[config.mk]
export PLATFORM = sky130hd
export DESIGN_NAME = jpeg_bitstream_feeder_flat
export DESIGN_NICKNAME = d
export VERILOG_FILES = /design/src/rtl/jpeg_bitstream_feeder_pkg.sv /design/src/rtl/jpeg_bitstream_feeder_if.sv /design/src/rtl/jpeg_bitstream_feeder_fifo.sv /design/src/rtl/jpeg_bitstream_feeder.sv /design/src/flat_wrapper.sv
export SDC_FILE = /design/constraint.sdc
export NUM_CORES = 1
export LEC_CHECK = 0
export CORE_MARGIN = 4
export CORE_UTILIZATION = 45
export CTS_BUF_LIST = sky130_fd_sc_hd__clkbuf_16
export DETAILED_ROUTE_END_ITERATION = 8
export GPL_TIMING_DRIVEN = 0
export SETUP_SLACK_MARGIN = 0.5
export SLEW_MARGIN = 15
export SYNTH_ARGS = -nofsm -noshare
export SYNTH_HDL_FRONTEND = slang
export SYNTH_HIERARCHICAL = 1
export SYNTH_SLANG_ARGS = --single-unit
[constraint.sdc]
create_clock -name clk -period 7.5 [get_ports clk]
set_clock_uncertainty 0.2 [all_clocks]
set_input_delay 1.5 -clock clk [delete_from_list [all_inputs] [get_ports clk]]
set_output_delay 1.5 -clock clk [all_outputs]
set_load 0.03 [all_outputs]
[src/rtl/jpeg_bitstream_feeder_pkg.sv]
// rtl/jpeg_bitstream_feeder_pkg.sv - shared marker constants and FSM state type for the JPEG feeder
`ifndef IN_BUS_WIDTH
`define IN_BUS_WIDTH 32
`endif

package jpeg_feed_pkg;

  localparam logic [7:0] MK_PREFIX = 8'hFF;
  localparam logic [7:0] MK_STUFF  = 8'h00;
  localparam logic [7:0] MK_EOI    = 8'hD9;
  localparam logic [7:0] MK_RST0   = 8'hD0;
  localparam logic [7:0] MK_RST7   = 8'hD7;

  typedef enum logic [1:0] {NORMAL, GOT_FF, FLUSH, DONE} feed_state_t;

  // True for the restart markers RST0..RST7
  function automatic logic is_rst_marker(input logic [7:0] b);
    return (b >= MK_RST0) && (b <= MK_RST7);
  endfunction

endpackage

[src/rtl/jpeg_bitstream_feeder_if.sv]
// rtl/jpeg_bitstream_feeder_if.sv - byte input and word output handshake bundle
interface jpeg_bitstream_feeder_if #(
  parameter int OUT_W = 32
) ();
  logic [7:0]       byte_in;
  logic             byte_valid;
  logic             byte_ready;
  logic             request;
  logic [OUT_W-1:0] data_out;
  logic             valid_out;

  // Host/decoder side
  modport master (
    output byte_in, byte_valid, request,
    input  byte_ready, data_out, valid_out
  );

  // Feeder side
  modport slave (
    input  byte_in, byte_valid, request,
    output byte_ready, data_out, valid_out
  );
endinterface

[src/rtl/jpeg_bitstream_feeder_fifo.sv]
// rtl/jpeg_bitstream_feeder_fifo.sv - synchronous word FIFO; the caller guarantees no overflow
module feed_fifo #(
  parameter int W     = 32,
  parameter int DEPTH = 4,
  localparam int AW   = $clog2(DEPTH),
  localparam int CW   = $clog2(DEPTH) + 1
) (
  input  logic          clk,
  input  logic          rst,
  input  logic          push,
  input  logic [W-1:0]  wdata,
  input  logic          pop,
  output logic [CW-1:0] count,
  output logic [W-1:0]  head
);

  logic [W-1:0]  mem [DEPTH];
  logic [AW-1:0] wr_ptr;
  logic [AW-1:0] rd_ptr;

  assign head = mem[rd_ptr];

  // Storage write; contents are don't-care while empty
  always_ff @(posedge clk) begin
    if (push) mem[wr_ptr] <= wdata;
  end

  // Pointer and occupancy tracking; simultaneous push/pop keeps count
  always_ff @(posedge clk) begin
    if (rst) begin
      wr_ptr <= '0;
      rd_ptr <= '0;
      count  <= '0;
    end else begin
      if (push) wr_ptr <= wr_ptr + AW'(1);
      if (pop)  rd_ptr <= rd_ptr + AW'(1);
      case ({push, pop})
        2'b10:   count <= count + CW'(1);
        2'b01:   count <= count - CW'(1);
        default: count <= count;
      endcase
    end
  end

endmodule

[src/rtl/jpeg_bitstream_feeder.sv]
// rtl/jpeg_bitstream_feeder.sv - de-stuffs JPEG scan bytes, handles RSTn/EOI, packs words into a FIFO
`ifndef IN_BUS_WIDTH
`define IN_BUS_WIDTH 32
`endif

module jpeg_bitstream_feeder
  import jpeg_feed_pkg::*;
#(
  parameter int OUT_W = `IN_BUS_WIDTH,
  parameter int DEPTH = 4
) (
  input  logic                    clk,
  input  logic                    rst,
  jpeg_bitstream_feeder_if.slave  bus,
  output logic                    rst_marker,
  output logic                    marker_err,
  output logic                    eoi
);

  localparam int NB = OUT_W / 8;
  localparam int BW = $clog2(NB);
  localparam int CW = $clog2(DEPTH) + 1;

  feed_state_t      state, state_n;
  logic [BW-1:0]    bcnt, bcnt_n;
  logic [OUT_W-1:0] word, word_n;
  logic             to_done, to_done_n;
  logic             rm_n, me_n;
  logic             push;
  logic [OUT_W-1:0] push_data;
  logic             pack;
  logic [7:0]       pack_byte;
  logic [OUT_W-1:0] ins_word;
  logic [OUT_W-1:0] fill_word;
  logic [CW-1:0]    count;
  logic [OUT_W-1:0] head;
  logic             accept;
  logic             pop;

  // Only take bytes when any resulting word is guaranteed a FIFO slot
  assign bus.byte_ready = !rst && (state == NORMAL || state == GOT_FF) && (count < CW'(DEPTH));
  assign accept         = bus.byte_valid && bus.byte_ready;
  assign bus.valid_out  = (count != '0);
  assign bus.data_out   = bus.valid_out ? head : '0;
  assign pop            = bus.valid_out && bus.request;
  assign eoi            = !rst && (state == DONE) && (count == '0);

  feed_fifo #(.W(OUT_W), .DEPTH(DEPTH)) u_fifo (
    .clk   (clk),
    .rst   (rst),
    .push  (push),
    .wdata (push_data),
    .pop   (pop),
    .count (count),
    .head  (head)
  );

  // Next-state, marker decode and MSB-first byte packing
  always_comb begin
    state_n   = state;
    bcnt_n    = bcnt;
    word_n    = word;
    to_done_n = to_done;
    rm_n      = 1'b0;
    me_n      = 1'b0;
    push      = 1'b0;
    push_data = word;
    pack      = 1'b0;
    pack_byte = bus.byte_in;
    ins_word  = word;
    fill_word = word;

    case (state)
      NORMAL: begin
        if (accept) begin
          if (bus.byte_in == MK_PREFIX) state_n = GOT_FF;
          else                          pack    = 1'b1;
        end
      end
      GOT_FF: begin
        if (accept) begin
          if (bus.byte_in == MK_STUFF) begin
            pack      = 1'b1;
            pack_byte = MK_PREFIX;
            state_n   = NORMAL;
          end else if (bus.byte_in == MK_PREFIX) begin
            state_n = GOT_FF;
          end else if (is_rst_marker(bus.byte_in)) begin
            rm_n      = 1'b1;
            to_done_n = 1'b0;
            state_n   = FLUSH;
          end else if (bus.byte_in == MK_EOI) begin
            to_done_n = 1'b1;
            state_n   = FLUSH;
          end else begin
            me_n    = 1'b1;
            state_n = NORMAL;
          end
        end
      end
      FLUSH: begin
        // Pad unfilled low bytes with 1-bits so the decoder sees JPEG fill
        for (int i = 0; i < NB; i++) begin
          if (i >= int'(bcnt)) fill_word[OUT_W-1-8*i -: 8] = 8'hFF;
        end
        if (bcnt != '0) begin
          push      = 1'b1;
          push_data = fill_word;
        end
        bcnt_n  = '0;
        word_n  = '0;
        state_n = to_done ? DONE : NORMAL;
      end
      default: begin
        state_n = DONE;
      end
    endcase

    if (pack) begin
      ins_word[OUT_W-1-8*int'(bcnt) -: 8] = pack_byte;
      if (bcnt == BW'(NB-1)) begin
        push      = 1'b1;
        push_data = ins_word;
        bcnt_n    = '0;
        word_n    = '0;
      end else begin
        word_n = ins_word;
        bcnt_n = bcnt + BW'(1);
      end
    end
  end

  // State, packer and registered marker pulses
  always_ff @(posedge clk) begin
    if (rst) begin
      state      <= NORMAL;
      bcnt       <= '0;
      word       <= '0;
      to_done    <= 1'b0;
      rst_marker <= 1'b0;
      marker_err <= 1'b0;
    end else begin
      state      <= state_n;
      bcnt       <= bcnt_n;
      word       <= word_n;
      to_done    <= to_done_n;
      rst_marker <= rm_n;
      marker_err <= me_n;
    end
  end

endmodule

[src/flat_wrapper.sv]
// flat-port wrapper written by rule: the top's interface ports become plain ports
module jpeg_bitstream_feeder_flat import jpeg_feed_pkg::*;
#(
  parameter int OUT_W = `IN_BUS_WIDTH,
  parameter int DEPTH = 4
)
  (clk, rst, rst_marker, marker_err, eoi, bus_byte_in, bus_byte_valid, bus_request, bus_byte_ready, bus_data_out, bus_valid_out);
  jpeg_bitstream_feeder_if #(.OUT_W(OUT_W)) bus_i ();
  input  logic clk;
  input  logic rst;
  output logic rst_marker;
  output logic marker_err;
  output logic eoi;
  input wire logic [$bits(bus_i.byte_in)-1:0] bus_byte_in;
  input wire logic [$bits(bus_i.byte_valid)-1:0] bus_byte_valid;
  input wire logic [$bits(bus_i.request)-1:0] bus_request;
  output wire logic [$bits(bus_i.byte_ready)-1:0] bus_byte_ready;
  output wire logic [$bits(bus_i.data_out)-1:0] bus_data_out;
  output wire logic [$bits(bus_i.valid_out)-1:0] bus_valid_out;
  assign bus_i.byte_in = bus_byte_in;
  assign bus_i.byte_valid = bus_byte_valid;
  assign bus_i.request = bus_request;
  assign bus_byte_ready = bus_i.byte_ready;
  assign bus_data_out = bus_i.data_out;
  assign bus_valid_out = bus_i.valid_out;
  jpeg_bitstream_feeder #(.OUT_W(OUT_W), .DEPTH(DEPTH)) u_core (.clk(clk), .rst(rst), .bus(bus_i), .rst_marker(rst_marker), .marker_err(marker_err), .eoi(eoi));
endmodule
**Word level (Yosys, flattened, before mapping)**

Memory sizes are Yosys's and may differ from the RTL's. A register that Yosys moved wholly into a read port is not among the register bits.
Index checks and enable logic that the tools add are counted.

- $add $sub $neg: 7
- Eq/ne operators: 11
- Bitwise logic cells: 4
- Divide/modulo/power cells: 0
- Multiplexer cells: 45
- Reductions and logical operators: 21
- Magnitude comparators: 6
- Multipliers: 0
- Shifts and indexed selects: 2

Operator list:

| operator | count |
|---|---|
| 32-bit two-way mux | 8 |
| 8-bit two-way mux | 6 |
| 8-bit by 33-bit variable shift with 39-bit output (first input constant) | 1 |
| 8-bit by 33-bit indexed part select with 39-bit output | 1 |
| 32-bit negation with 33-bit output | 1 |
| 32-bit bitwise mux | 1 |
| 2-bit two-way mux | 13 |
| 8-bit equality test (second input constant) | 2 |
| 1-bit two-way mux | 14 |
| 2-bit equality test (second input constant) | 4 |
| 8-bit greater-or-equal comparator (second input constant) | 1 |
| 8-bit <= comparator (second input constant) | 1 |
| 8-bit zero test | 1 |
| 2-bit nonzero test | 4 |
| 1-bit logical AND | 7 |
| 2-bit by 1-bit adder with 2-bit output (second input constant) | 3 |
| 2-bit case mux with 3 select lines | 1 |
| 3-bit case mux with 2 select lines | 1 |
| 6-bit OR reduction | 1 |
| 5-bit by 5-bit subtractor with 6-bit output (first input constant) | 1 |
| 5-bit AND reduction | 1 |
| 5-bit OR reduction | 1 |
| 2-bit by 1-bit equality test with 1-bit output (second input constant) | 2 |
| 1-bit by 2-bit greater-or-equal comparator with 1-bit output (first input constant) | 2 |
| 14 further kinds | 18 |

- Output and inout port bits: 37
- Memories: 1
- Bits of input ports: 12
- Bits in latches: 0
- Bits in writable memories: 128
- Bits in registers: 46
- Logic and storage cells: 106
- Memory bits (read-only): 0

Memories:

| name | depth | width | read ports | clocked after Yosys merged registers in | write ports | RTL line | text |
|---|---|---|---|---|---|---|---|
| u_core.u_fifo.mem | 4 | 32 | 1 | 1 | 1 | jpeg_bitstream_feeder_fifo.sv:17 | `logic [W-1:0] mem [DEPTH];` |

**Longest topological paths before layout**

Gate-level depths: netlist of the first run.

- Word-level depth: 11
- Gate-level depth with buffers: 14
- Gate-level depth less buffers: 11

**Modules after synthesis**

The synthesis of the first run kept the hierarchy.

By module, submodules not included:

| module | sequential area each (um2) | area each (um2) | cells each | instances |
|---|---|---|---|---|
| feed_fifo | 4023.9 | 5071.1 | 208 | 1 |
| jpeg_bitstream_feeder | 780.7 | 2646.3 | 324 | 1 |

**Least setup slack after synthesis of the first run**

No wires, ideal clock.

- Kind: input port to flip-flop
- Start: input rst
- End: register u_core.u_fifo.count[2]
- Stages on the path: 14
- Path slack: 3.015 ns
- Library setup time: 0.070 ns
- Required time: 7.230 ns
- Arrival: 4.215 ns
- Buffers on the path: 3
- Path through: buf_2 > nor4b_2 > and4_1 > buf_2 > a31o_1 > nand2_1 > clkbuf_2 > nand2_1 > inv_1 > ha_1 > fa_1 > xnor2_1 > or3_1 > a21oi_1

- Word-level cells in the longest chain between the ends: 9
- Elaborated cells on any way between the ends: 12
- Classes of those cells: eq/ne: 2; mux: 5; reduce/logical: 5

RTL lines:

| item | RTL line | text |
|---|---|---|
| start: declaration | flat_wrapper.sv:10 | `input logic rst;` |
| 1-bit zero test * | jpeg_bitstream_feeder.sv:41 | `assign bus.byte_ready = !rst && (state == NORMAL \|\| state == GOT_FF) && (count < CW'(DEPTH));` |
| 1-bit logical AND * (2 in series) | jpeg_bitstream_feeder.sv:41 |  |
| 1-bit logical AND * | jpeg_bitstream_feeder.sv:42 | `assign accept = bus.byte_valid && bus.byte_ready;` |
| 1-bit two-way mux (on tied branches) | jpeg_bitstream_feeder.sv:81, jpeg_bitstream_feeder.sv:75 |  |
| 1-bit case mux with 2 select lines * | jpeg_bitstream_feeder.sv:73 | `case (state)` |
| 1-bit two-way mux * | jpeg_bitstream_feeder.sv:119 | `if (pack) begin` |
| via u_core.push | jpeg_bitstream_feeder.sv:29 | `logic push;` |
| 2-bit by 1-bit equality test with 1-bit output or 2-bit equality test (tied branches) | jpeg_bitstream_feeder_fifo.sv:37 | `case ({push, pop})` |
| 3-bit case mux with 2 select lines or 2-bit nonzero test (tied branches) | -- |  |
| end signal: assignment | jpeg_bitstream_feeder_fifo.sv:38 | `2'b10: count <= count + CW'(1);` |
| end signal: assignment | jpeg_bitstream_feeder_fifo.sv:39 | `2'b01: count <= count - CW'(1);` |
| end signal: assignment | jpeg_bitstream_feeder_fifo.sv:40 | `default: count <= count;` |
| end: declaration | jpeg_bitstream_feeder_fifo.sv:13 | `output logic [CW-1:0] count,` |

The timed path passes the listed nets; every way through them passes the cells marked *.
A chain may end at the register's enable or synchronous reset.

**Final worst setup path of the first run**

- Start: input bus_byte_in[3]
- End: register u_core.u_fifo.count[2]

- Word-level cells in the longest chain between the ends: 7
- Elaborated cells on any way between the ends: 12
- Classes of those cells: eq/ne: 3; mux: 7; reduce/logical: 2

RTL lines:

| item | RTL line | text |
|---|---|---|
| start: declaration | flat_wrapper.sv:14 | `input wire logic [$bits(bus_i.byte_in)-1:0] bus_byte_in;` |
| 8-bit equality test or 8-bit zero test (tied branches) | jpeg_bitstream_feeder.sv:76, jpeg_bitstream_feeder.sv:82 |  |
| 1-bit two-way mux (on tied branches) | jpeg_bitstream_feeder.sv:76, jpeg_bitstream_feeder.sv:82 |  |
| 1-bit two-way mux (on tied branches) | jpeg_bitstream_feeder.sv:75, jpeg_bitstream_feeder.sv:81 |  |
| 1-bit case mux with 2 select lines * | jpeg_bitstream_feeder.sv:73 |  |
| 1-bit two-way mux * | jpeg_bitstream_feeder.sv:119 |  |
| via u_core.push | jpeg_bitstream_feeder.sv:29 |  |
| 2-bit by 1-bit equality test with 1-bit output or 2-bit equality test (tied branches) | jpeg_bitstream_feeder_fifo.sv:37 |  |
| 3-bit case mux with 2 select lines or 2-bit nonzero test (tied branches) | -- |  |

Marked as above.

==> results.cfg, run 1 <==
[global_route]
grtUsageMet3_pct = 3.690
grt_pass1_wl_um = 26020
grt_usage_pct = 17.53
antenna_found_initial = 0
use_met1_pct = 23.75
use_met2_pct = 28.05
grt_pass1_vias = 4753
overflow = 0
grt_max_degree = 24
busiest_layer = met2

[timing]
finalSetupViolations = 0
maxSlewHeadroom_pct = 54.51
worst_slew_pin_slew_ns = 0.6823
rsz0062_at_grt = no
maxSlewViolCount = 0
finalHoldViolCount = 0
min_period_over_period_pct = 68.14
max_freq_mhz = 195.7
period_minus_slack_ns = 5.111
fin_tns_setup_ns = 0

[routing]
postRouteWirelength_um = 16550
detail-route-antenna-nets = 0
drc = 0
drtPass1Iterations = 7
drt_iter0_drc = 405
viasPerCell = 5.691
wl_per_cell_um = 19.82
vias = 4752

[floorplan]
io_pins = 49
die-area_sq_mm = 0.01931
rows = 47
initial_core_util_pct = 46.21
die_w_um = 139.0
die_y_um = 139.0
core_sq_mm = 0.01670

[synthesis]
netlist_area_sq_mm = 0.007717
yosysTopAreaCell = edfxtp_1
synthArstFlopShare_pct = 0
syn_avg_cell_area_sq_um = 14.51
synth_top_area_share_pct = 49.81
synth-edff-count = 128
yosys_warnings = 6
synth.distinct_cells = 45
synth_cells = 532
synth_seq_cells = 176
ys.flop_type = edfxtp_1
ys_seq_area_share_pct = 62.26
syn_nets = 555
yosys-top-cells-area = edfxtp_1 (50%), dfxtp_1 (12%), mux4_2 (8.8%)

[cts]
ctsHoldBuffers = 0
clockRootBuffer = clkbuf_16
cts_tree = yes
cts_resized = 0
clkSinkCount = 176
cts_buffer_depth = 2
clkLatencyLatePin_ns = 0.42
clkTransAtPathRegs_ns = 0.07
cts_setup_buffers = 0
cts_buffers = 17
cts_max_level = 4

[layout]
fin_util_pct = 54.76
drive_gt1_share_pct = 20.33
antenna_cells = 0
finalNonFillerCells = 835
nNetsFinal = 625
syn2layout_area_growth_pct = 18.51

[critical_path]
cp-end-kind = flop
rr_worst_depth = 13
r2r_slack_ns = 3.74
worstReg2RegEnd = u_core/u_fifo/count[2]$_SDFFE_PP0P_
crit_start = bus_byte_in[3]
cp.arrival_ns = 5.27
cp-start-kind = input port
crit_type = input port to flop
timing.rr.start = u_core/u_fifo/count[2]$_SDFFE_PP0P_
worstPathRequired_ns = 7.66
crit_fanout = 10

[pwr]
p_leak_nw = 2.888
power_density_mw_per_mm2 = 217.0
ir_drop_mv = 0.1620
p_total_mw = 1.985

[worst_hold_path]
hp-class = flop to flop
holdPathStages = 1
min_to = u_core/word[0]$_SDFFE_PP0P_
worstHoldStart = u_core/word[0]$_SDFFE_PP0P_

[placed_design]
portBuffers = 47
dp_hpwl_um = 11450
place.gp.congestion = 0.8464
place_inst = 803

[run_status]
outcome = finished clean

[job]
drv_cap = 0
-- Yosys cell counts, types with 5 or more instances --
master	number
buf_2	8
a21oi_1	6
edfxtp_1	128
a21oi_2	8
o21ai_0	18
a211oi_1	19
a31oi_1	7
nand2_1	26
nor2_1	22
a32o_1	24
or2_2	9
mux4_2	30
inv_1	23
clkbuf_1	19
buf_6	5
and3_1	8
mux2_2	13
nor3_1	5
o22ai_1	16
and2_1	37
ha_1	10
dfxtp_1	48
-- final cells by class --
| type | count | area, sq um |
|---|---|---|
| Multi-Input combinational cell | 296 | 2595 |
| Tap cell | 220 | 275.3 |
| Fill cell | 1371 | 7555 |
| Clock inverter | 15 | 172.7 |
| Buffer | 36 | 232.7 |
| Timing Repair Buffer | 51 | 550.5 |
| Inverter | 24 | 90.09 |
| Clock buffer | 17 | 425.4 |
| Sequential cell | 176 | 4805 |
-- metrics by stage --
step                      setup slack, ns  hold WS [ns]  area [sq um]
after floorplan                     3.015        0.2539          7717
after global placement              1.465        0.2676          8463
after detailed placement            1.978        0.2683          8548
after CTS                           2.439        0.2842          9146
after global routing                2.152        0.2992          9146
final                               2.389        0.2850          9146
-- worst max-delay path: stages --
cell and delay (ns):
clkdlybuf4s50_1 0.56, nor4_1 0.49, and4_1 0.24, buf_2 0.18, a31o_1 0.16, nand2_1 0.27
clkbuf_2 0.32, nand2_1 0.26, inv_1 0.07, ha_1 0.24, fa_1 0.38, xnor2_1 0.14
or3_1 0.30, a21oi_1 0.14
-- cells in the final DEF (no fill, tap or decap), types with 4 or more instances in the layout --
cell type	synthesis	final
edfxtp_1	128	128
dfxtp_1	48	48
clkdlybuf4s50_1	0	47
and2_1	37	33
mux4_2	30	30
nand2_1	26	26
inv_1	23	25
a32o_1	24	24
nor2_1	22	22
clkbuf_1	19	19
a211oi_1	19	19
o21ai_0	18	18
clkbuf_16	0	17
o22ai_1	16	16
mux2_2	13	13
ha_1	10	10
or2_2	9	9
buf_2	8	8
a21oi_2	8	8
and3_1	8	8
a31oi_1	7	7
buf_12	3	7
a21oi_1	6	6
buf_6	5	5
nor3_1	5	5
clkinv_4	0	4
nand3_1	4	4
nor4_1	4	4
and2_2	0	4
-- flip-flops by register name, indices dropped and copies added (netlist names), named ones only --
signal	cells
u_core/bcnt	2
u_core/rst_marker	1
u_core/state	2
u_core/u_fifo/rd_ptr	2
u_core/u_fifo/count	3
u_core/to_done	1
u_core/u_fifo/mem	128
u_core/marker_err	1
u_core/u_fifo/wr_ptr	2
u_core/word	32
-- cells by family (layout without fill, tap and decap cells) --
group                      count (synthesis)  count (layout)  share of synthesized area [%]
and+or+nand+nor                          126             126                          8.836
buffers and inverters                     60             143                          4.183
muxes                                     50              50                          12.18
DFF                                      176             176                          62.26
adders and majority gates                 11              11                          1.881
AOI/OAI and AO/OA                        104             104                          10.10
xor gates and xnor gates                   5               5                         0.5675
-- routing by layer --
metal  routed length (um)  vias up
met2                 8185      111
met5                    0        -
met1                 7507     2432
li1                     -     2192
met4                  196        0
met3                  663       17
-- how the worst max path moves through the flow --
| stage | to | slack [ns] | cells past startpoint |
|---|---|---|---|
| after global routing | u_core/u_fifo/count[2]$_SDFFE_PP0P_ | 2.15 | 14 |
| after detailed placement | u_core/u_fifo/count[2]$_SDFFE_PP0P_ | 1.98 | 14 |
| after floorplan | u_core/u_fifo/count[2]$_SDFFE_PP0P_ | 3.02 | 14 |
| final | u_core/u_fifo/count[2]$_SDFFE_PP0P_ | 2.39 | 14 |
| after global placement | u_core/u_fifo/mem[1][2]$_DFFE_PP_ | 1.46 | 9 |
| after CTS | u_core/u_fifo/count[2]$_SDFFE_PP0P_ | 2.44 | 14 |
-- power breakdown --
| part | switching [mW] | internal [mW] | leakage (nW) | total [mW] |
|---|---|---|---|---|
| Sequential | 0.00297 | 1.04 | 1.38 | 1.04 |
| Clock | 0.360 | 0.522 | 0.289 | 0.882 |
| Combinational | 0.0414 | 0.0219 | 1.22 | 0.0633 |
| Total | 0.404 | 1.58 | 2.89 | 1.98 |
Note: power is estimated with default switching activity, not from simulation.
==> run 2, diff against run 1 <==
- PLACE_DENSITY: default -> 0.66
- clock period: 7.5 -> 4.7 ns (I/O delays scaled with it)
==> run 2 against run 1 <==
Effect of this change:
- cell count increased by 0.12%
- hold slack worse by 0.0019 ns
- first-iteration DRC count grew 10%
- global-route usage rose by 0.27 points
- setup slack lost 1.8 ns
- critical path depth stayed put
- sequential power rose by 60%
- routed wire length increased by 0.20%
- clock power up 85%
- register-to-register slack got worse by 2.5 ns
- combinational power increased by 63%
- non-clock buffer count is 1 higher
- critical path type unchanged
- critical endpoint unchanged
- largest power group unchanged
==> results.cfg, run 2 (synthesis gave the netlist of run 1 again) <==
[layout]
top_regs = u_core/u_fifo/mem: 128 flops, u_core/word: 32 flops, u_core/u_fifo/count: 3 flops
syn2layout_area_growth_pct = 20.53
fin_area_sq_mm = 0.009301
largest_reg_flops = 128
drive_gt1_share_pct = 21.59
final.fill_count = 1353
layout_common_cells = edfxtp_1 (128), dfxtp_1 (48), clkdlybuf4s50_1 (41)
antenna_cells = 0
nNetsFinal = 626
largest_register = u_core/u_fifo/mem
layout_commonest_cell = edfxtp_1

[cts]
clockRootBuffer = clkbuf_16
cts_max_level = 4
cts_tree = yes
cts_buffers = 17
clkSinkCount = 176
cts_buffer_depth = 2
clkTransAtPathRegs_ns = 0.06
clkLatencyLatePin_ns = 0.44
ctsHoldBuffers = 0

[critical_path]
cp-end-kind = flop
cp.arrival_ns = 4.25
timing.rr.start = u_core/u_fifo/count[2]$_SDFFE_PP0P_
crit_fanout = 10
cp-start-kind = input port
crit_type = input port to flop
worstPathRequired_ns = 4.87
worstReg2RegEnd = u_core/u_fifo/count[2]$_SDFFE_PP0P_
r2r_slack_ns = 1.23
rr_worst_depth = 13
crit_start = bus_byte_in[3]

[pwr]
p_leak_nw = 3.015
p_total_mw = 3.389
ir_drop_mv = 0.2513
power_density_mw_per_mm2 = 364.3

[worst_hold_path]
holdPathStages = 1
worstHoldStart = u_core/word[5]$_SDFFE_PP0P_
hp-class = flop to flop
min_to = u_core/word[5]$_SDFFE_PP0P_

[floorplan]
io_pins = 49
rows = 47
core_sq_mm = 0.01670
initial_core_util_pct = 46.21
die-area_sq_mm = 0.01931
die_w_um = 139.0
die_y_um = 139.0

[global_route]
grt_usage_pct = 17.80
grt_pass1_vias = 4803
overflow = 0
grt_max_degree = 28
antenna_found_initial = 0
grt_pass1_wl_um = 26300

[placed_design]
place.gp.congestion = 0.8892
portBuffers = 47
placed_area_sq_mm = 0.008548
dp_hpwl_um = 11330

[routing]
top_layer = met4
viasPerCell = 5.726
wl_met1_um = 6818
drt_iter0_drc = 447
detail-route-antenna-nets = 0
vias = 4787
drc = 0
dr_wl_met3_um = 951
wl_per_cell_um = 19.84
route.met2.wl_um = 8346
drtPass1Iterations = 7
postRouteWirelength_um = 16590

[timing]
maxSlewHeadroom_pct = 54.44
maxSlewViolCount = 0
rsz0062_at_grt = yes
worst_slew_pin_slew_ns = 0.6834
finalSetupViolations = 0
period_minus_slack_ns = 4.077
finalHoldViolCount = 0
max_freq_mhz = 245.3
min_period_over_period_pct = 86.75

[job]
drv_cap = 0

[run_status]
outcome = finished clean
run 2: cell count changes in the layout (fill, tap and decap cells not counted), sizes merged:
cell	before	now
buf	20	21
bufinv	3	7
clkdlybuf4s50	47	41
clkinv	7	4
clkinvlp	3	1
dlymetal6s2s	0	6
inv	26	27
run 2: final cells by class:
type | count | area [sq um] | area share [%]
Tap cell | 220 | 275.3 | 2.959
Multi-Input combinational cell | 296 | 2630 | 28.28
Sequential cell | 176 | 4805 | 51.65
Clock inverter | 15 | 265.3 | 2.852
Clock buffer | 17 | 425.4 | 4.574
Buffer | 36 | 237.7 | 2.556
Timing Repair Buffer | 52 | 573.1 | 6.161
Inverter | 24 | 90.09 | 0.9685
run 2: stage by stage:
stage          worst slack [ns]  setup TNS, ns  hold slack [ns]  util (%)  cells
6_report                 0.6225              0           0.2831     55.69    836
5_1_grt                  0.3773              0           0.2995     55.69    836
4_1_cts                  0.5022              0           0.2845     55.47    836
3_5_place_dp            -0.2352        -0.2352           0.2721     51.18    803
3_3_place_gp            -0.7722         -97.40           0.2674     50.67    799
2_1_floorplan            0.7753              0           0.2539         -    532
run 2: routing by layer:
layer / vias up / global-route usage [%]
met3: 40 / 4.241
li1: 2202 / -
met2: 166 / 29.43
met5: - / 0
met1: 2379 / 22.66
met4: 0 / 7.364
run 2: critical path: stages:
cell and delay, ns:
clkdlybuf4s50_1 0.58, nor4_2 0.25, and4_1 0.22, buf_2 0.18
a31o_1 0.17, nand2_2 0.18, clkbuf_4 0.29, nand2_2 0.16
inv_1 0.06, ha_1 0.23, fa_1 0.38, xnor2_1 0.15
or3_1 0.32, a21oi_1 0.14
run 2: how the worst max path moves through the flow:
stage / to / depth (start not counted)
global route: u_core/u_fifo/count[2]$_SDFFE_PP0P_ / 14
finish: u_core/u_fifo/count[2]$_SDFFE_PP0P_ / 14
CTS: u_core/u_fifo/count[2]$_SDFFE_PP0P_ / 14
global placement: u_core/u_fifo/mem[2][6]$_DFFE_PP_ / 9
detailed placement: u_core/u_fifo/count[2]$_SDFFE_PP0P_ / 14
floorplan: u_core/u_fifo/count[2]$_SDFFE_PP0P_ / 14
run 2: where the power goes:
part / internal, mW / switching [mW] / leakage [nW]
sequential: 1.65 / 0.00490 / 1.38
clock: 1.05 / 0.578 / 0.340
combinational: 0.0356 / 0.0674 / 1.30
total: 2.74 / 0.650 / 3.02
run 2: timing repair:
item / 4_1_cts / 5_1_grt
setup endpoints to repair: 1 / 10
pin swaps: 1 / 0
gates cloned: 0 / 0
buffers inserted: 1 / 0
gates resized for setup: 4 / 14
endpoints found under the hold margin: 0 / 0
